$ cat src/rtl/video_dram_sched_pkg.sv
`default_nettype none
// ============================================================================
// Module      : video_pkg
// Description : Bandwidth-descriptor encodings, owner tags and decode helpers
//               shared by the video mode decoder and the DRAM slot scheduler.
// Revision    : 1.0 - initial release
// ============================================================================
package video_pkg;

    localparam logic [1:0] BW2 = 2'b00;
    localparam logic [1:0] BW4 = 2'b01;
    localparam logic [1:0] BW8 = 2'b11;

    localparam logic [2:0] BU1 = 3'b001;
    localparam logic [2:0] BU2 = 3'b010;
    localparam logic [2:0] BU4 = 3'b100;

    typedef enum logic [1:0] {
        OWN_NONE = 2'd0,
        OWN_VID  = 2'd1,
        OWN_CPU  = 2'd2,
        OWN_DMA  = 2'd3
    } owner_t;

    // Code 10 is not a legal window size and is treated as the largest one.
    function automatic logic [3:0] bw_size(input logic [1:0] ws);
        logic [3:0] sz;
        case (ws)
            BW2:     sz = 4'd2;
            BW4:     sz = 4'd4;
            default: sz = 4'd8;
        endcase
        return sz;
    endfunction

    function automatic logic [3:0] bw_need(input logic [4:0] bw);
        logic [3:0] n;
        logic [3:0] sz;
        sz = bw_size(bw[4:3]);
        case (bw[2:0])
            BU1:     n = 4'd1;
            BU2:     n = 4'd2;
            BU4:     n = 4'd4;
            default: n = 4'd0;
        endcase
        return (n > sz) ? sz : n;
    endfunction

endpackage
`default_nettype wire

$ cat src/rtl/video_dram_sched_if.sv
`default_nettype none
// ============================================================================
// Module      : video_dram_sched_if
// Description : Requester and DRAM-port bundle around the slot scheduler.
// Revision    : 1.0 - initial release
// ============================================================================
interface video_dram_sched_if #(
    parameter int AW = 21
);
    logic          dram_stb;
    logic [4:0]    video_bw;
    logic          vid_go;
    logic [AW-1:0] video_addr;
    logic          cpu_req;
    logic          cpu_rnw;
    logic [AW-1:0] cpu_addr;
    logic          dma_req;
    logic          dma_rnw;
    logic [AW-1:0] dma_addr;
    logic          dram_req;
    logic          dram_rnw;
    logic [AW-1:0] dram_addr;
    logic          gnt_vid;
    logic          gnt_cpu;
    logic          gnt_dma;
    logic          vid_strb;
    logic          cpu_strb;
    logic          dma_strb;

    modport master (
        output dram_stb, video_bw, vid_go, video_addr,
        output cpu_req, cpu_rnw, cpu_addr, dma_req, dma_rnw, dma_addr,
        input  dram_req, dram_rnw, dram_addr, gnt_vid, gnt_cpu, gnt_dma,
        input  vid_strb, cpu_strb, dma_strb
    );

    modport slave (
        input  dram_stb, video_bw, vid_go, video_addr,
        input  cpu_req, cpu_rnw, cpu_addr, dma_req, dma_rnw, dma_addr,
        output dram_req, dram_rnw, dram_addr, gnt_vid, gnt_cpu, gnt_dma,
        output vid_strb, cpu_strb, dma_strb
    );
endinterface
`default_nettype wire

$ cat src/rtl/video_dram_sched_ret_pipe.sv
`default_nettype none
// ============================================================================
// Module      : dram_ret_pipe
// Description : Slot-owner tag delay line; strobes the owner of returning data.
// Revision    : 1.0 - initial release
// ============================================================================
module dram_ret_pipe
    import video_pkg::*;
#(
    parameter int RD_LAT = 2
) (
    input  wire    clk,
    input  wire    rst_n,
    input  wire    dram_stb,
    input  owner_t push_tag,
    output logic   vid_strb,
    output logic   cpu_strb,
    output logic   dma_strb
);

    owner_t r_tags [RD_LAT];
    owner_t w_out;

    assign w_out = r_tags[RD_LAT-1];

    always_ff @(posedge clk or negedge rst_n) begin
        if (!rst_n) begin
            for (int i = 0; i < RD_LAT; i++) r_tags[i] <= OWN_NONE;
            vid_strb <= 1'b0;
            cpu_strb <= 1'b0;
            dma_strb <= 1'b0;
        end else begin
            vid_strb <= 1'b0;
            cpu_strb <= 1'b0;
            dma_strb <= 1'b0;
            if (dram_stb) begin
                vid_strb  <= (w_out == OWN_VID);
                cpu_strb  <= (w_out == OWN_CPU);
                dma_strb  <= (w_out == OWN_DMA);
                r_tags[0] <= push_tag;
                for (int i = 1; i < RD_LAT; i++) r_tags[i] <= r_tags[i-1];
            end
        end
    end

endmodule
`default_nettype wire

$ cat src/rtl/video_dram_sched.sv
`default_nettype none
// ============================================================================
// Module      : video_dram_sched
// Description : Per-slot DRAM arbiter: video slots at window head, CPU/DMA
//               round-robin elsewhere, read strobes routed back to owners.
// Revision    : 1.0 - initial release
// ============================================================================
module video_dram_sched
    import video_pkg::*;
#(
    parameter int RD_LAT = 2,
    parameter int AW     = 21
) (
    input  wire              clk,
    input  wire              rst_n,
    video_dram_sched_if.slave bus
);

    logic [2:0]    r_cnt;
    logic [4:0]    r_bw;
    logic          r_go;
    logic          r_ptr_dma;
    logic          r_req;
    logic          r_rnw;
    logic [AW-1:0] r_addr;
    logic          r_gnt_vid;
    logic          r_gnt_cpu;
    logic          r_gnt_dma;

    logic          w_win_start;
    logic [4:0]    w_bw;
    logic          w_go;
    logic [3:0]    w_size;
    logic [3:0]    w_need;
    logic          w_last;
    owner_t        w_owner;
    logic          w_rnw;
    logic [AW-1:0] w_addr;
    owner_t        w_push;

    // Slot 0 decides with the descriptor being latched, not the stale one.
    always_comb begin
        w_win_start = (r_cnt == 3'd0);
        w_bw        = w_win_start ? bus.video_bw : r_bw;
        w_go        = w_win_start ? bus.vid_go   : r_go;
        w_size      = bw_size(w_bw[4:3]);
        w_need      = bw_need(w_bw);
        w_last      = ({1'b0, r_cnt} == (w_size - 4'd1));
        w_owner     = OWN_NONE;
        w_rnw       = 1'b0;
        w_addr      = '0;
        if (w_go && ({1'b0, r_cnt} < w_need))
            w_owner = OWN_VID;
        else if (bus.cpu_req && bus.dma_req)
            w_owner = r_ptr_dma ? OWN_DMA : OWN_CPU;
        else if (bus.cpu_req)
            w_owner = OWN_CPU;
        else if (bus.dma_req)
            w_owner = OWN_DMA;
        case (w_owner)
            OWN_VID: begin w_rnw = 1'b1;        w_addr = bus.video_addr; end
            OWN_CPU: begin w_rnw = bus.cpu_rnw; w_addr = bus.cpu_addr;   end
            OWN_DMA: begin w_rnw = bus.dma_rnw; w_addr = bus.dma_addr;   end
            default: begin w_rnw = 1'b0;        w_addr = '0;             end
        endcase
        w_push = w_rnw ? w_owner : OWN_NONE;
    end

    always_ff @(posedge clk or negedge rst_n) begin
        if (!rst_n) begin
            r_cnt     <= 3'd0;
            r_bw      <= {BW8, BU1};
            r_go      <= 1'b0;
            r_ptr_dma <= 1'b0;
            r_req     <= 1'b0;
            r_rnw     <= 1'b0;
            r_addr    <= '0;
            r_gnt_vid <= 1'b0;
            r_gnt_cpu <= 1'b0;
            r_gnt_dma <= 1'b0;
        end else begin
            r_gnt_vid <= 1'b0;
            r_gnt_cpu <= 1'b0;
            r_gnt_dma <= 1'b0;
            if (bus.dram_stb) begin
                r_cnt <= w_last ? 3'd0 : r_cnt + 3'd1;
                if (w_win_start) begin
                    r_bw <= bus.video_bw;
                    r_go <= bus.vid_go;
                end
                // Whoever wins a free slot hands priority to the other requester.
                if (w_owner == OWN_CPU) r_ptr_dma <= 1'b1;
                if (w_owner == OWN_DMA) r_ptr_dma <= 1'b0;
                r_req     <= (w_owner != OWN_NONE);
                r_rnw     <= w_rnw;
                r_addr    <= w_addr;
                r_gnt_vid <= (w_owner == OWN_VID);
                r_gnt_cpu <= (w_owner == OWN_CPU);
                r_gnt_dma <= (w_owner == OWN_DMA);
            end
        end
    end

    assign bus.dram_req  = r_req;
    assign bus.dram_rnw  = r_rnw;
    assign bus.dram_addr = r_addr;
    assign bus.gnt_vid   = r_gnt_vid;
    assign bus.gnt_cpu   = r_gnt_cpu;
    assign bus.gnt_dma   = r_gnt_dma;

    logic w_vid_strb;
    logic w_cpu_strb;
    logic w_dma_strb;

    dram_ret_pipe #(
        .RD_LAT (RD_LAT)
    ) u_ret_pipe (
        .clk      (clk),
        .rst_n    (rst_n),
        .dram_stb (bus.dram_stb),
        .push_tag (w_push),
        .vid_strb (w_vid_strb),
        .cpu_strb (w_cpu_strb),
        .dma_strb (w_dma_strb)
    );

    assign bus.vid_strb = w_vid_strb;
    assign bus.cpu_strb = w_cpu_strb;
    assign bus.dma_strb = w_dma_strb;

endmodule
`default_nettype wire

$ cat src/flat_wrapper.sv
// flat-port wrapper written by rule: the top's interface ports become plain ports
module video_dram_sched_flat import video_pkg::*;
#(
    parameter int RD_LAT = 2,
    parameter int AW     = 21
)
  (clk, rst_n, bus_dram_stb, bus_video_bw, bus_vid_go, bus_video_addr, bus_cpu_req, bus_cpu_rnw, bus_cpu_addr, bus_dma_req, bus_dma_rnw, bus_dma_addr, bus_dram_req, bus_dram_rnw, bus_dram_addr, bus_gnt_vid, bus_gnt_cpu, bus_gnt_dma, bus_vid_strb, bus_cpu_strb, bus_dma_strb);
  video_dram_sched_if #(.AW(AW)) bus_i ();
  input  wire clk;
  input  wire rst_n;
  input wire logic [$bits(bus_i.dram_stb)-1:0] bus_dram_stb;
  input wire logic [$bits(bus_i.video_bw)-1:0] bus_video_bw;
  input wire logic [$bits(bus_i.vid_go)-1:0] bus_vid_go;
  input wire logic [$bits(bus_i.video_addr)-1:0] bus_video_addr;
  input wire logic [$bits(bus_i.cpu_req)-1:0] bus_cpu_req;
  input wire logic [$bits(bus_i.cpu_rnw)-1:0] bus_cpu_rnw;
  input wire logic [$bits(bus_i.cpu_addr)-1:0] bus_cpu_addr;
  input wire logic [$bits(bus_i.dma_req)-1:0] bus_dma_req;
  input wire logic [$bits(bus_i.dma_rnw)-1:0] bus_dma_rnw;
  input wire logic [$bits(bus_i.dma_addr)-1:0] bus_dma_addr;
  output wire logic [$bits(bus_i.dram_req)-1:0] bus_dram_req;
  output wire logic [$bits(bus_i.dram_rnw)-1:0] bus_dram_rnw;
  output wire logic [$bits(bus_i.dram_addr)-1:0] bus_dram_addr;
  output wire logic [$bits(bus_i.gnt_vid)-1:0] bus_gnt_vid;
  output wire logic [$bits(bus_i.gnt_cpu)-1:0] bus_gnt_cpu;
  output wire logic [$bits(bus_i.gnt_dma)-1:0] bus_gnt_dma;
  output wire logic [$bits(bus_i.vid_strb)-1:0] bus_vid_strb;
  output wire logic [$bits(bus_i.cpu_strb)-1:0] bus_cpu_strb;
  output wire logic [$bits(bus_i.dma_strb)-1:0] bus_dma_strb;
  assign bus_i.dram_stb = bus_dram_stb;
  assign bus_i.video_bw = bus_video_bw;
  assign bus_i.vid_go = bus_vid_go;
  assign bus_i.video_addr = bus_video_addr;
  assign bus_i.cpu_req = bus_cpu_req;
  assign bus_i.cpu_rnw = bus_cpu_rnw;
  assign bus_i.cpu_addr = bus_cpu_addr;
  assign bus_i.dma_req = bus_dma_req;
  assign bus_i.dma_rnw = bus_dma_rnw;
  assign bus_i.dma_addr = bus_dma_addr;
  assign bus_dram_req = bus_i.dram_req;
  assign bus_dram_rnw = bus_i.dram_rnw;
  assign bus_dram_addr = bus_i.dram_addr;
  assign bus_gnt_vid = bus_i.gnt_vid;
  assign bus_gnt_cpu = bus_i.gnt_cpu;
  assign bus_gnt_dma = bus_i.gnt_dma;
  assign bus_vid_strb = bus_i.vid_strb;
  assign bus_cpu_strb = bus_i.cpu_strb;
  assign bus_dma_strb = bus_i.dma_strb;
  video_dram_sched #(.RD_LAT(RD_LAT), .AW(AW)) u_core (.clk(clk), .rst_n(rst_n), .bus(bus_i));
endmodule
$ cat config.mk
export PLATFORM = sky130hd
export DESIGN_NAME = video_dram_sched_flat
export DESIGN_NICKNAME = d
export VERILOG_FILES = /design/src/rtl/video_dram_sched_pkg.sv /design/src/rtl/video_dram_sched_if.sv /design/src/rtl/video_dram_sched_ret_pipe.sv /design/src/rtl/video_dram_sched.sv /design/src/flat_wrapper.sv
export SDC_FILE = /design/constraint.sdc
export NUM_CORES = 1
export LEC_CHECK = 0
export BUFFER_PORTS_ARGS = -buffer_cell sky130_fd_sc_hd__buf_2
export CORE_UTILIZATION = 48
export CTS_CLUSTER_DIAMETER = 80
export DETAILED_ROUTE_END_ITERATION = 16
export PLACE_DENSITY_LB_ADDON = 0.05
export SYNTH_ARGS = -nofsm -noshare
export SYNTH_HDL_FRONTEND = slang
export SYNTH_SLANG_ARGS = --single-unit
$ cat constraint.sdc
create_clock -name clk -period 4.9 [get_ports clk]
set_input_delay 0.98 -clock clk [delete_from_list [all_inputs] [get_ports clk]]
set_output_delay 0.98 -clock clk [all_outputs]
set_load 0.03 [all_outputs]
# Yosys cells after proc, flatten, opt, wreduce, memory -nomap -nowiden
# Cells that the tools add are included.
[totals] inputBits=76 out_inout_bits=29 regBits=43
[op_classes] n_eq_ne=11 mux=22 reduce_logical=7 n_lt_le_gt_ge=2 addsub=2
[op_table] op="$pmux W21 S3" count=1
[op_table] op="$mux W1" count=10
[op_table] op="$mux W2" count=5
[op_table] op="$pmux W3 S3" count=1
[op_table] op="$eq A2 B2 Y1 const B" count=4
[op_table] op="$pmux W4 S2" count=1
[op_table] op="$eq A2 B1 Y1 const B" count=3
[op_table] op="$mux W5" count=1
[op_table] op="$eq A3 B4 Y1" count=1
[op_table] op="$gt A3 B4 Y1" count=1
[op_table] op="$lt A3 B4 Y1" count=1
[op_table] op="$mux W4" count=1
[op_table] op="$reduce_bool A2 Y1" count=2
[op_table] op="$sub A4 B1 Y4 const B" count=1
[op_table] op="$add A3 B1 Y3 const B" count=1
[op_table] op="$eq A3 B1 Y1 const B" count=1
[op_table] op="$eq A3 B2 Y1 const B" count=1
[op_table] op="$eq A3 B3 Y1 const B" count=1
[op_table] op="$logic_not A3 Y1" count=1
[op_table] op="$mux W3" count=1
[op_table] op="$pmux W1 S3" count=1
[op_table] op="$logic_and A1 B1 Y1" count=2
[op_table] op="$logic_not A2 Y1" count=1
[op_table] op="$reduce_and A2 Y1" count=1

# Logic depth before layout (Yosys ltp)
# Gate-level depths: netlist (run 1).
[depth] word_depth=12 ltp_mapped=21

# Cells and area by module
# Synthesis (run 1) repeated with hierarchy kept, for this count alone.
[hier_totals] hier_cells=232 hier_area_um2=2401.1
[by_module_without_submodules] mod="video_dram_sched" instances=1 cells_per_inst=218 seq_area_each_um2=904.6 area_each_um2=2153.3
[by_module_without_submodules] mod="dram_ret_pipe" instances=1 cells_per_inst=14 seq_area_each_um2=175.2 area_each_um2=247.7

# Worst setup path before layout (run 1)
# No wires, ideal clock.
[synth_timing] path_kind="input port to flip-flop" startpoint="input port bus_video_bw[4]" endpoint="register u_core.r_addr[10] (netlist: u_core.bus.dram_addr[10])" slack_ns=0.679 n_path_buf=1 cell_stages=14 setup_time_ns=0.126 t_required_ns=4.774 t_arrival_ns=4.095 cell_sequence="mux2i_2 > nand2b_1 > ha_1 > a21o_1 > nand2_1 > a31oi_1 > mux2_1 > ha_1 > and2_1 > nor3b_2 > a311oi_4 > a211oi_2 > buf_6 > a221o_1"
[synth_between] elab_chain_cells=10
[synth_rtl] element="start: declaration" line_no="flat_wrapper.sv:12" source="input wire logic [$bits(bus_i.video_bw)-1:0] bus_video_bw;"
[synth_rtl] element="$mux W5 (*)" line_no="video_dram_sched.sv:44" source="w_bw = w_win_start ? bus.video_bw : r_bw;"
[synth_rtl] element="$eq A2 B1 Y1 or $logic_not A2 Y1 (tied branches)" line_no="video_dram_sched_pkg.sv:28" source="case (ws)"
[synth_rtl] element="$pmux W4 S2 (*)" line_no="video_dram_sched_pkg.sv:28"
[synth_rtl] element="$gt A3 B4 Y1" line_no="video_dram_sched_pkg.sv:46" source="return (n > sz) ? sz : n;"
[synth_rtl] element="$mux W4 (*)" line_no="video_dram_sched_pkg.sv:46"
[synth_rtl] element="$lt A3 B4 Y1 (*)" line_no="video_dram_sched.sv:52" source="if (w_go && ({1'b0, r_cnt} < w_need))"
[synth_rtl] element="$logic_and A1 B1 Y1 (*)" line_no="video_dram_sched.sv:52"
[synth_rtl] element="$mux W2 (*)" line_no="video_dram_sched.sv:52"
[synth_rtl] element="$eq A2 B2 Y1 or $eq A2 B1 Y1 (tied branches)" line_no="video_dram_sched.sv:60" source="case (w_owner)"
[synth_rtl] element="$pmux W21 S3 (*)" line_no="video_dram_sched.sv:60"
[synth_rtl] element="end signal: assignment" line_no="video_dram_sched.sv:96" source="r_addr <= w_addr;"
[synth_rtl] element="end: declaration" line_no="video_dram_sched.sv:25" source="logic [AW-1:0] r_addr;"
# Mark *: on every way between the ends. The rest lies on a longest branch, timed or not.
# A chain may end at the register's enable or synchronous reset.

# Worst setup path in the final report (run 1)
[layout_timing] startpoint="register u_core.r_cnt[1]" endpoint="register u_core.r_addr[2] (netlist: u_core.bus.dram_addr[2])"
[layout_between] elab_chain_cells=11
[layout_rtl] element="start: declaration" line_no="video_dram_sched.sv:19" source="logic [2:0] r_cnt;"
[layout_rtl] element="start signal: assignment" line_no="video_dram_sched.sv:86" source="r_cnt <= w_last ? 3'd0 : r_cnt + 3'd1;"
[layout_rtl] element="$logic_not A3 Y1" line_no="video_dram_sched.sv:43" source="w_win_start = (r_cnt == 3'd0);"
[layout_rtl] element="$mux W5" line_no="video_dram_sched.sv:44"
[layout_rtl] element="$eq A3 B3 Y1 (tied with other cells)" line_no="video_dram_sched_pkg.sv:40" source="case (bw[2:0])"
[layout_rtl] element="$pmux W3 S3 or $pmux W4 S2 (tied branches)" line_no="video_dram_sched_pkg.sv:40, video_dram_sched_pkg.sv:28"
[layout_rtl] element="$gt A3 B4 Y1" line_no="video_dram_sched_pkg.sv:46"
[layout_rtl] element="$mux W4" line_no="video_dram_sched_pkg.sv:46"
[layout_rtl] element="$lt A3 B4 Y1" line_no="video_dram_sched.sv:52"
[layout_rtl] element="$logic_and A1 B1 Y1 (*)" line_no="video_dram_sched.sv:52"
[layout_rtl] element="$mux W2 (*)" line_no="video_dram_sched.sv:52"
[layout_rtl] element="$eq A2 B2 Y1 or $eq A2 B1 Y1 (tied branches)" line_no="video_dram_sched.sv:60"
[layout_rtl] element="$pmux W21 S3 (*)" line_no="video_dram_sched.sv:60"
# Marked as above.

==> results of run 1 <==
==> layout make-up <==
type | instances | area share, %
Clock inverter | 1 | 0.164
Sequential cell | 43 | 35.4
Multi-Input combinational cell | 147 | 40.6
Timing Repair Buffer | 107 | 17.8
Tap cell | 67 | 2.74
Inverter | 7 | 0.860
Clock buffer | 7 | 2.50
==> cell usage in the layout (no fill, tap or decap), types with 2 or more instances in the layout <==
cell type  count
clkbuf_8       5
a21o_1         2
nor2_1        10
nand2b_1       2
dfrtp_1       40
dfstp_2        3
buf_2        104
o21ai_1        3
nand2_1        8
buf_4          3
mux2_2        26
and2_1         3
a221o_1       21
nor3b_1        3
ha_1           6
nor2b_1       21
a21oi_1       10
mux2i_1        4
o22a_1         2
a31oi_1        2
clkbuf_1       2
and3b_2        2
inv_1          6
and3_1         2
==> kinds of logic after synthesis <==
group / count (synthesis) / synth area share [%]
multiplexers: 32 / 14.8
adder cells (fa/ha/maj): 6 / 3.11
flip-flops: 43 / 44.7
AND/OR/NAND/NOR: 59 / 15.0
AO/OA/AOI/OAI: 49 / 17.8
XOR/XNOR: 1 / 0.363
buffers and inverters: 18 / 4.19
==> power breakdown <==
part / switching, mW / internal, mW
combinational: 0.623 / 0.471
sequential: 0.104 / 0.516
clock: 0.109 / 0.100
==> final timing paths <==
check	depth (start not counted)	end	slack (ps)
min	1	u_core.u_ret_pipe.cpu_strb	470
max reg2reg	18	u_core.bus.dram_addr[2]	360
max	18	u_core.bus.dram_addr[2]	360
max in group asynchronous	1	u_core.bus.dram_addr[5]	3490
min reg2reg	1	u_core.u_ret_pipe.cpu_strb	470
min in group asynchronous	1	u_core.u_ret_pipe.cpu_strb	830
==> stage by stage <==
stage	cell area (sq um)	util (%)	setup slack [ps]	hold WS, ps	power (mW)
6_report	3050	63.8	363	474	1.92
5_1_grt	3050	63.8	15.6	520	2.07
4_1_cts	3050	63.7	157	472	1.94
3_5_place_dp	2970	62.0	177	461	1.72
3_3_place_gp	2970	62.0	272	448	1.70
2_1_floorplan	2420	-	679	424	1.47
==> what timing repair did <==
| item | 4_1_cts | 5_1_grt |
|---|---|---|
| endpoints found under the setup margin | 0 | 25 |
| buffers inserted | 0 | 0 |
| resized for setup | 0 | 1 |
==> worst reg2reg max path: cells and delay by family, from the launching register on <==
family,cells,cell delay (ps)
buffers and inverters,3,400
and+or+nand+nor,4,810
adders and majority gates,3,610
AOI/OAI and AO/OA,6,1370
muxes,2,760
DFF,1,450
==> per-layer routing <==
layer | vias up | GRT usage, %
met2 | 61 | 36.2
met3 | 2 | 5.94
li1 | 976 | -
met5 | - | 0
met1 | 932 | 30.3
met4 | 0 | 6.32
==> state kept, by name (all words and copies together) (netlist names) <==
register / cells
u_core.bus.dram_req: 1
u_core.bus.gnt_vid: 1
u_core.r_bw: 5
u_core.u_ret_pipe.w_out: 2
u_core.r_ptr_dma: 1
u_core.u_ret_pipe.dma_strb: 1
u_core.r_cnt: 3
u_core.bus.gnt_cpu: 1
u_core.u_ret_pipe.vid_strb: 1
u_core.r_go: 1
u_core.bus.gnt_dma: 1
u_core.u_ret_pipe.cpu_strb: 1
u_core.bus.dram_rnw: 1
u_core.bus.dram_addr: 21
u_core.u_ret_pipe.r_tags: 2
==> out/summary.log, run 1 <==
[run_status] outcome finished, final reports clean
[finish] layout cell share with drive strength beyond 1 49.4%
[logic_synthesis] cell accounting for the most synthesized area dfrtp_1
[critical_path] CP max stage delay 450 ps
[critical_path] peak fanout along the critical path 22
[place] global placement routability congestion 0.766
[finish] layout net count 393
[finish] area of combinational cells with multiple inputs 1240 sq um
[place] port buffer count 104
[floorplanning] top-level port count 105
[critical_path] Arrival @ worst endpoint 4700 ps
[detailed_routing] total length of routed met2 wires 2.71 mm
[clock_tree] CTS tree done
[sta] Max Clock Freq 0.220 GHz
[global_route] pin count of the biggest net entering global routing 45
[sta] final clock period utilization by the worst path 92.6%
[detailed_routing] overall routed net length 5.48 mm
[clock_tree] worst skew pair latency 290 ps
[logic_synthesis] top flip-flop cell by instance count after synthesis dfrtp_1
[pwr] Leakage Power 1.50 nW
[clock_tree] CTS H-tree lvls 2
[floorplanning] chip height 72.9 um
[sta] final hold vios 0
[detailed_routing] met3 wire length 284 um
[place] count of placed standard cells including taps 371
[logic_synthesis] sequential share of the synthesized area 44.7%
[pwr] Cell Pwr Density 630 nW/um^2
[global_route] gr ovfl total 0
[sta] unrepaired setup endpoints after global routing false
[finish] number of non-filler instances in the completed layout 379
[critical_path] Worst Setup End Kind flip-flop
[critical_path] worst setup path class reg -> reg
[clock_tree] Clk pin slew, worst setup/hold paths 80 ps
[critical_path] required time reported for the critical path endpoint 5060 ps
[floorplanning] horizontal extent of the die 72.9 um
[pwr] worst vdd ir 0.293 mV
[critical_path] Most common cell on crit path ha_1
[critical_path] buffering stage count on the worst path with inverters included 3
[logic_synthesis] Synth async-reset ratio 100%
[floorplanning] DIE AREA 5320 sq um
[detailed_routing] residual antenna-violating net count after detailed routing 0
[logic_synthesis] Unique masters post-synth 44
[global_route] initial antenna violation count 0
[clock_tree] number of buffers created by CTS 5
[detailed_routing] wire length per cell after detailed routing 14.5 um
[detailed_routing] DR pass1 iterations 4
[critical_path] worst-path cell with the longest stage delay dfrtp_1
[logic_synthesis] fraction of synthesized cell area taken by the top area cell type 41.4%
[logic_synthesis] cell with the most instances after synthesis dfrtp_1
[clock_tree] Clock Path Buffers 2
[clock_tree] clock root buffer clkbuf_8
[place] final HPWL from detailed placement 3.93 mm
[detailed_routing] post-DR vias/cell 5.20
[logic_synthesis] number of synthesized flops with an enable pin 0
[global_route] wire length of the first global-routing pass 9.09 mm
[floorplanning] core box area 4790 sq um
[sta] shortest period the worst path allows 4540 ps
[sta] total setup violations reported at the end of the flow 0
[global_route] gr usage total 22.6%
[sta] actual transition at the worst max-transition pin 936 ps
[worst_hold_path] min-delay worst type reg -> reg
[floorplanning] site row count 25
[clock_tree] number of hold buffers added after CTS 0
[detailed_routing] Vias 1971
[global_route] vias in the first global route 1942
[worst_hold_path] hold wc startpoint u_core.u_ret_pipe.w_out[0]
[critical_path] kind of cell adding the most delay to the critical path compound AO/OA/AOI/OAI gates
[finish] register area 1080 sq um
[logic_synthesis] cell count after synthesis 208
[logic_synthesis] Synth top cells by count 40 x dfrtp_1, 26 x mux2_2, 21 x a221o_1, 21 x nor2b_1
[detailed_routing] iteration-0 DRC count of the detailed router 94
[critical_path] startpoint of the most critical register-to-register path u_core.r_cnt[1]
[finish] number of diodes added for antenna fixing 0
[floorplanning] Starting Density 50.5%
[logic_synthesis] Synth Cell Area 2420 sq um
[logic_synthesis] top post-synthesis cells by area dfrtp_1 41%, mux2_2 12%, a221o_1 8.7%
[logic_synthesis] average cell area after synthesis 11.6 sq um
[critical_path] cells traversed along the worst timing path inv_1, ha_1, nor2b_4, mux2i_1, o21ai_1, inv_1, ha_1, a21o_1, nand2_1, a31oi_1, mux2_1, ha_1, and2_1, nor3b_2, a311oi_4, a211oi_2, buf_4, a221o_1
[critical_path] launch point of the worst path u_core.r_cnt[1]
[logic_synthesis] net count of the mapped netlist 290
[job] count of maximum capacitance violations 0
[detailed_routing] highest routed layer met4
[detailed_routing] detailed-route DRC error count 0
[finish] layout filler cell count 417
[sta] normalized max-slew margin 37.4%
[logic_synthesis] Yosys warning count 0
[sta] pins over their slew limit 0
[clock_tree] CTS sink count 43
[logic_synthesis] synthesis-stage register bit count 43
[detailed_routing] routed metal-1 wire length 2.46 mm
[critical_path] kind of start point of the critical path flip-flop
[finish] Layout area overhead 26.4%
[sta] setup TNS 0 ps
[sta] Layout Skew 8.99 ps
Note: power is estimated with default switching activity, not from simulation.
==> inputs of run 2 (changes only) <==
--- a/config.mk
+++ b/config.mk
@@ -5,6 +5,7 @@
 export SDC_FILE = /design/constraint.sdc
 export NUM_CORES = 1
 export LEC_CHECK = 0
+export ABC_AREA = 1
 export BUFFER_PORTS_ARGS = -buffer_cell sky130_fd_sc_hd__buf_2
 export CORE_UTILIZATION = 48
 export CTS_CLUSTER_DIAMETER = 80
==> out/summary.log, run 2 <==
[run_status] outcome finished, final reports clean
[floorplanning] site row count 25
[clock_tree] count of instances resized after the clock tree is built 0
[logic_synthesis] cell with the most instances after synthesis nand2_1
[critical_path] required time reported for the critical path endpoint 5140 ps
[floorplanning] horizontal extent of the die 74.0 um
[global_route] vias in the first global route 2332
[finish] layout net count 506
[global_route] gr usage total 24.6%
[place] final HPWL from detailed placement 4.40 mm
[finish] Largest register FFs 21
[sta] pins over their slew limit 0
[logic_synthesis] number of synthesized flops with an enable pin 0
[floorplanning] chip height 74.0 um
[critical_path] R2R cell count 22
[critical_path] Crit Reg-Reg Endpoint u_core.bus.dram_addr[3]
[sta] final clock period utilization by the worst path 82.0%
[critical_path] launch point of the worst path u_core.r_cnt[0]
[clock_tree] Clock Path Buffers 2
[place] port buffer count 104
[finish] number of diodes added for antenna fixing 0
[logic_synthesis] synthesis-stage register bit count 43
[pwr] Cell Pwr Density 684 nW/um^2
[logic_synthesis] Synth async-reset ratio 100%
[logic_synthesis] fraction of synthesized cell area taken by the top area cell type 40.2%
[global_route] wire length of the first global-routing pass 10.3 mm
[job] count of maximum capacitance violations 0
[logic_synthesis] top post-synthesis cells by area dfrtp_1 40%, nand2_1 18%, nand3_1 11%
[logic_synthesis] cell accounting for the most synthesized area dfrtp_1
[critical_path] startpoint of the most critical register-to-register path u_core.r_cnt[0]
[sta] smallest hold slack 440 ps
[finish] layout cell share with drive strength beyond 1 30.6%
[detailed_routing] Vias 2507
[floorplanning] DIE AREA 5480 sq um
[logic_synthesis] net count of the mapped netlist 413
[floorplanning] top-level port count 105
[critical_path] peak fanout along the critical path 30
[floorplanning] Starting Density 51.3%
[detailed_routing] DR pass1 iterations 5
[global_route] gr ovfl total 0
[logic_synthesis] Yosys warning count 0
[pwr] Leakage Power 1.73 nW
[pwr] power consumption 2.10 mW
[clock_tree] CTS H-tree lvls 2
[clock_tree] clock root buffer clkbuf_8
[clock_tree] CTS tree done
[detailed_routing] iteration-0 DRC count of the detailed router 155
[worst_hold_path] min-delay worst type reg -> reg
[finish] layout filler cell count 453
[finish] commonest cells after routing, fill and taps aside 119 x nand2_1, 104 x buf_2, 53 x nand3_1
[worst_hold_path] Worst Hold Path Cells 1
[finish] Layout area overhead 23.5%
[clock_tree] Clk pin slew, worst setup/hold paths 90 ps
[logic_synthesis] average cell area after synthesis 7.52 sq um
[sta] final hold vios 0
[global_route] initial antenna violation count 1
[detailed_routing] post-DR vias/cell 5.10
[sta] unrepaired setup endpoints after global routing false
[logic_synthesis] sequential share of the synthesized area 43.4%
[place] global placement routability congestion 0.800
[logic_synthesis] Synth top cells by count 119 x nand2_1, 53 x nand3_1, 40 x dfrtp_1
[floorplanning] core box area 4850 sq um
[finish] final core occ 63.4%
[critical_path] worst setup path class reg -> reg
[clock_tree] worst skew pair latency 300 ps
[logic_synthesis] top flip-flop cell by instance count after synthesis dfrtp_1
[critical_path] capture point of the critical path u_core.bus.dram_addr[3]
[clock_tree] number of buffers created by CTS 5
[sta] shortest period the worst path allows 4020 ps
[sta] total setup violations reported at the end of the flow 0
[critical_path] kind of start point of the critical path flip-flop
[detailed_routing] residual antenna-violating net count after detailed routing 0
[logic_synthesis] Unique masters post-synth 29
[clock_tree] buffers inserted during post-CTS setup optimization 0
[finish] leading cell type in the layout, fill and taps excluded nand2_1
[pwr] worst vdd ir 0.274 mV
[critical_path] Worst Setup End Kind flip-flop
[critical_path] r2r setup slk 880 ps
[sta] normalized max-slew margin 35.8%
[sta] worst setup margin 884 ps
[detailed_routing] wire length per cell after detailed routing 12.7 um
[detailed_routing] overall routed net length 6.24 mm
[sta] setup TNS 0 ps
[clock_tree] CTS sink count 43
[logic_synthesis] cell count after synthesis 331
[place] setup slack at placement 752 ps
[critical_path] Arrival @ worst endpoint 4260 ps
[detailed_routing] detailed-route DRC error count 0
[clock_tree] number of hold buffers added after CTS 0
[sta] actual transition at the worst max-transition pin 962 ps
[sta] Layout Skew 6.35 ps
[logic_synthesis] Synth Cell Area 2490 sq um
[global_route] pin count of the biggest net entering global routing 44
[sta] Max Clock Freq 0.249 GHz
run 2: layer usage:
layer | track usage [%] | share of wire (%) | vias up
li1 | - | - | 1274
met4 | 8.55 | 1.3 | 2
met1 | 30.2 | 43 | 1134
met2 | 41.5 | 48 | 88
met5 | 0 | 0.16 | -
met3 | 6.91 | 7.4 | 9
run 2: worst min-delay path by stage:
stage	start	to
final	u_core.u_ret_pipe.w_out[0]	u_core.u_ret_pipe.cpu_strb
after global placement	u_core.u_ret_pipe.w_out[0]	u_core.u_ret_pipe.cpu_strb
after global routing	u_core.u_ret_pipe.w_out[0]	u_core.u_ret_pipe.cpu_strb
after detailed placement	u_core.u_ret_pipe.w_out[0]	u_core.u_ret_pipe.cpu_strb
after CTS	u_core.u_ret_pipe.w_out[0]	u_core.u_ret_pipe.cpu_strb
after floorplan	u_core.u_ret_pipe.w_out[1]	u_core.u_ret_pipe.vid_strb
run 2: layout make-up:
class | instances | area (sq um) | area share, %
Inverter | 25 | 93.8 | 3.05
Multi-Input combinational cell | 242 | 1180 | 38.4
Timing Repair Buffer | 107 | 543 | 17.7
Clock inverter | 3 | 23.8 | 0.774
Clock buffer | 5 | 68.8 | 2.24
Sequential cell | 43 | 1080 | 35.1
Tap cell | 67 | 83.8 | 2.73
run 2: cells by family after synthesis:
kind of cell,synth area share [%]
AO/OA/AOI/OAI,5.18
XOR/XNOR,0.704
adder cells (fa/ha/maj),3.02
buffers and inverters,9.35
flip-flops,43.4
multiplexers,0.855
AND/OR/NAND/NOR,37.5
run 2: through the flow:
stage / instance area (sq um) / cells
2_1_floorplan: 2490 / 331
3_3_place_gp: 2980 / 484
5_1_grt: 3070 / 492
4_1_cts: 3070 / 492
3_5_place_dp: 2980 / 484
6_report: 3070 / 492
run 2: critical path, cell delays in order, from the launching register on:
cell	delay [ps]
dfrtp_1	470
inv_1	90
ha_1	300
nand2_4	120
o21ai_2	170
inv_1	90
nor3_1	200
ha_1	190
inv_1	40
o21bai_1	200
nand2_1	90
a31oi_1	230
mux2_2	370
ha_1	270
nand2_1	40
nand2_1	50
nand2_1	50
nand2_2	260
buf_4	350
nand4_1	130
nand3_1	120
nand2_1	60
nand2_1	80
run 2: where the power goes:
group	internal [mW]	switching (mW)	total [mW]
clock network	0.102	0.133	0.235
logic	0.411	0.858	1.27
registers	0.512	0.0872	0.600
total	1.02	1.08	2.10
==> inputs of run 3 (changes only) <==
==> constraint.sdc (replaced) <==
create_clock -name clk -period 3.9 [get_ports clk]
set_input_delay 0.78 -clock clk [delete_from_list [all_inputs] [get_ports clk]]
set_output_delay 0.78 -clock clk [all_outputs]
set_load 0.03 [all_outputs]
==> out/summary.log, run 3 (synthesis gave the netlist of run 2 again) <==
[pwr] worst vdd ir 0.499 mV
[sta] final clock period utilization by the worst path 93.5%
[critical_path] Crit Reg-Reg Endpoint u_core.bus.dram_rnw
[detailed_routing] residual antenna-violating net count after detailed routing 0
[detailed_routing] DR pass1 iterations 4
[finish] final core occ 65.0%
[sta] Max Clock Freq 0.274 GHz
[worst_hold_path] min-delay worst type reg -> reg
[global_route] wire length of the first global-routing pass 10.4 mm
[floorplanning] DIE AREA 5480 sq um
[critical_path] kind of start point of the critical path flip-flop
[critical_path] Worst Setup End Kind flip-flop
[finish] register area 1080 sq um
[clock_tree] Clock Path Buffers 2
[critical_path] worst-path cell with the longest stage delay dfrtp_2
[run_status] outcome finished, final reports clean
[floorplanning] site row count 25
[critical_path] r2r setup slk 250 ps
[finish] number of diodes added for antenna fixing 0
[finish] commonest cells after routing, fill and taps aside 119 x nand2_1, 104 x buf_2, 53 x nand3_1
[sta] total setup violations reported at the end of the flow 0
[floorplanning] core box area 4850 sq um
[sta] final hold vios 0
[critical_path] Most common cell on crit path nand2_1
[detailed_routing] wire length per cell after detailed routing 12.9 um
[pwr] Leakage Power 1.76 nW
[pwr] Cell Pwr Density 889 nW/um^2
[critical_path] startpoint of the most critical register-to-register path u_core.r_cnt[0]
[clock_tree] worst skew pair latency 300 ps
[finish] layout net count 510
[critical_path] cells traversed along the worst timing path inv_1, ha_4, nand2_4, nand2_1, o21ai_2, inv_1, nor3_2, ha_1, inv_1, o21bai_1, nand2_1, a31oi_4, mux2_2, ha_1, nand2_1, nand2_1, nand2_1, nand2_2, buf_6, nand4_1, nand2_1, nand2_1, nand3_1
[sta] shortest period the worst path allows 3650 ps
[sta] pins over their slew limit 0
[sta] worst setup margin 252 ps
[critical_path] required time reported for the critical path endpoint 4140 ps
[job] count of maximum capacitance violations 0
[clock_tree] Clk pin slew, worst setup/hold paths 90 ps
[critical_path] launch point of the worst path u_core.r_cnt[0]
[sta] normalized max-slew margin 35.2%
[global_route] gr ovfl total 0
[finish] area of combinational cells with multiple inputs 1210 sq um
[global_route] gr usage total 25.3%
[detailed_routing] overall routed net length 6.41 mm
[clock_tree] CTS H-tree lvls 2
[critical_path] worst setup path class reg -> reg
[place] port buffer count 104
[global_route] initial antenna violation count 0
[place] final HPWL from detailed placement 4.34 mm
[critical_path] R2R cell count 23
[finish] Largest register FFs 21
[critical_path] peak fanout along the critical path 16
[finish] leading cell type in the layout, fill and taps excluded nand2_1
[sta] setup TNS 0 ps
[clock_tree] CTS sink count 43
[clock_tree] number of hold buffers added after CTS 0
[detailed_routing] detailed-route DRC error count 0
[critical_path] Arrival @ worst endpoint 3890 ps
[global_route] pin count of the biggest net entering global routing 44
[critical_path] CP max stage delay 450 ps
[detailed_routing] iteration-0 DRC count of the detailed router 144
[place] global placement routability congestion 0.790
[finish] Layout area overhead 26.7%
[finish] layout cell share with drive strength beyond 1 32.4%
[critical_path] capture point of the critical path u_core.bus.dram_rnw
[clock_tree] CTS tree done
[floorplanning] top-level port count 105
[floorplanning] chip height 74.0 um
[floorplanning] horizontal extent of the die 74.0 um
[finish] layout filler cell count 436
[detailed_routing] Vias 2549
[clock_tree] number of buffers created by CTS 5
[detailed_routing] post-DR vias/cell 5.14
[sta] actual transition at the worst max-transition pin 972 ps
[floorplanning] Starting Density 51.3%
[clock_tree] clock root buffer clkbuf_8
[global_route] vias in the first global route 2270
[place] setup slack at placement 157 ps
[sta] Layout Skew 2.42 ps
run 3: changes by cell type in the layout (fill, tap and decap cells not counted), sizes merged:
cell	delta
clkinvlp	-1
inv	-1
clkinv	+2
buf	+4
run 3: worst min-delay path by stage:
stage,endpoint,cells after the start,slack [ps],from
2_1_floorplan,u_core.u_ret_pipe.vid_strb,1,410,u_core.u_ret_pipe.w_out[1]
3_5_place_dp,u_core.u_ret_pipe.vid_strb,1,420,u_core.u_ret_pipe.w_out[1]
3_3_place_gp,u_core.u_ret_pipe.cpu_strb,1,420,u_core.u_ret_pipe.w_out[0]
4_1_cts,u_core.u_ret_pipe.vid_strb,1,430,u_core.u_ret_pipe.w_out[1]
5_1_grt,u_core.u_ret_pipe.vid_strb,1,450,u_core.u_ret_pipe.w_out[1]
6_report,u_core.u_ret_pipe.vid_strb,1,430,u_core.u_ret_pipe.w_out[1]
run 3: routing by layer:
metal | vias to the layer above | share of wire [%] | wire, um | global-route usage [%]
met5 | - | 0 | 0 | 0
met4 | 0 | 1.2 | 74 | 9.40
met1 | 1154 | 44 | 2820 | 33.1
met3 | 8 | 7.3 | 469 | 6.37
li1 | 1285 | - | - | -
met2 | 102 | 47 | 3040 | 40.5
run 3: area by class of cell:
type,count,area share [%]
multi-input cells,242,38.5
flip-flops and latches,43,34.3
repair buffers,111,18.5
inverters,25,3.06
well taps,67,2.66
clock buffers,5,2.18
clock inverters,3,0.794
run 3: report_power, final:
part | leakage [nW] | total, mW | switching [mW] | internal, mW
Combinational | 1.17 | 1.75 | 1.15 | 0.606
Sequential | 0.536 | 0.755 | 0.109 | 0.646
Clock | 0.0443 | 0.295 | 0.167 | 0.128
run 3: what timing repair did:
item,4_1_cts,5_1_grt
resized for setup,0,12
buffers inserted,0,2
endpoints found under the hold margin,0,0
endpoints found under the setup margin,0,29
run 3: critical path, delay by kind of cell (launching register included):
| kind | cells | cell delay (ps) |
|---|---|---|
| AND/OR/NAND/NOR | 12 | 1080 |
| adder cells (fa/ha/maj) | 3 | 790 |
| flip-flops | 1 | 450 |
| buffers and inverters | 4 | 450 |
| AO/OA/AOI/OAI | 3 | 450 |
| multiplexers | 1 | 360 |
run 3: stage by stage:
step | hold slack, ps | power, mW | cell area [sq um] | instances
after floorplan | 410 | 2.09 | 2490 | 331
after global placement | 416 | 2.34 | 3000 | 486
after detailed placement | 418 | 2.37 | 3000 | 486
after CTS | 431 | 2.68 | 3090 | 494
after global routing | 450 | 3.08 | 3150 | 496
final | 429 | 2.80 | 3150 | 496
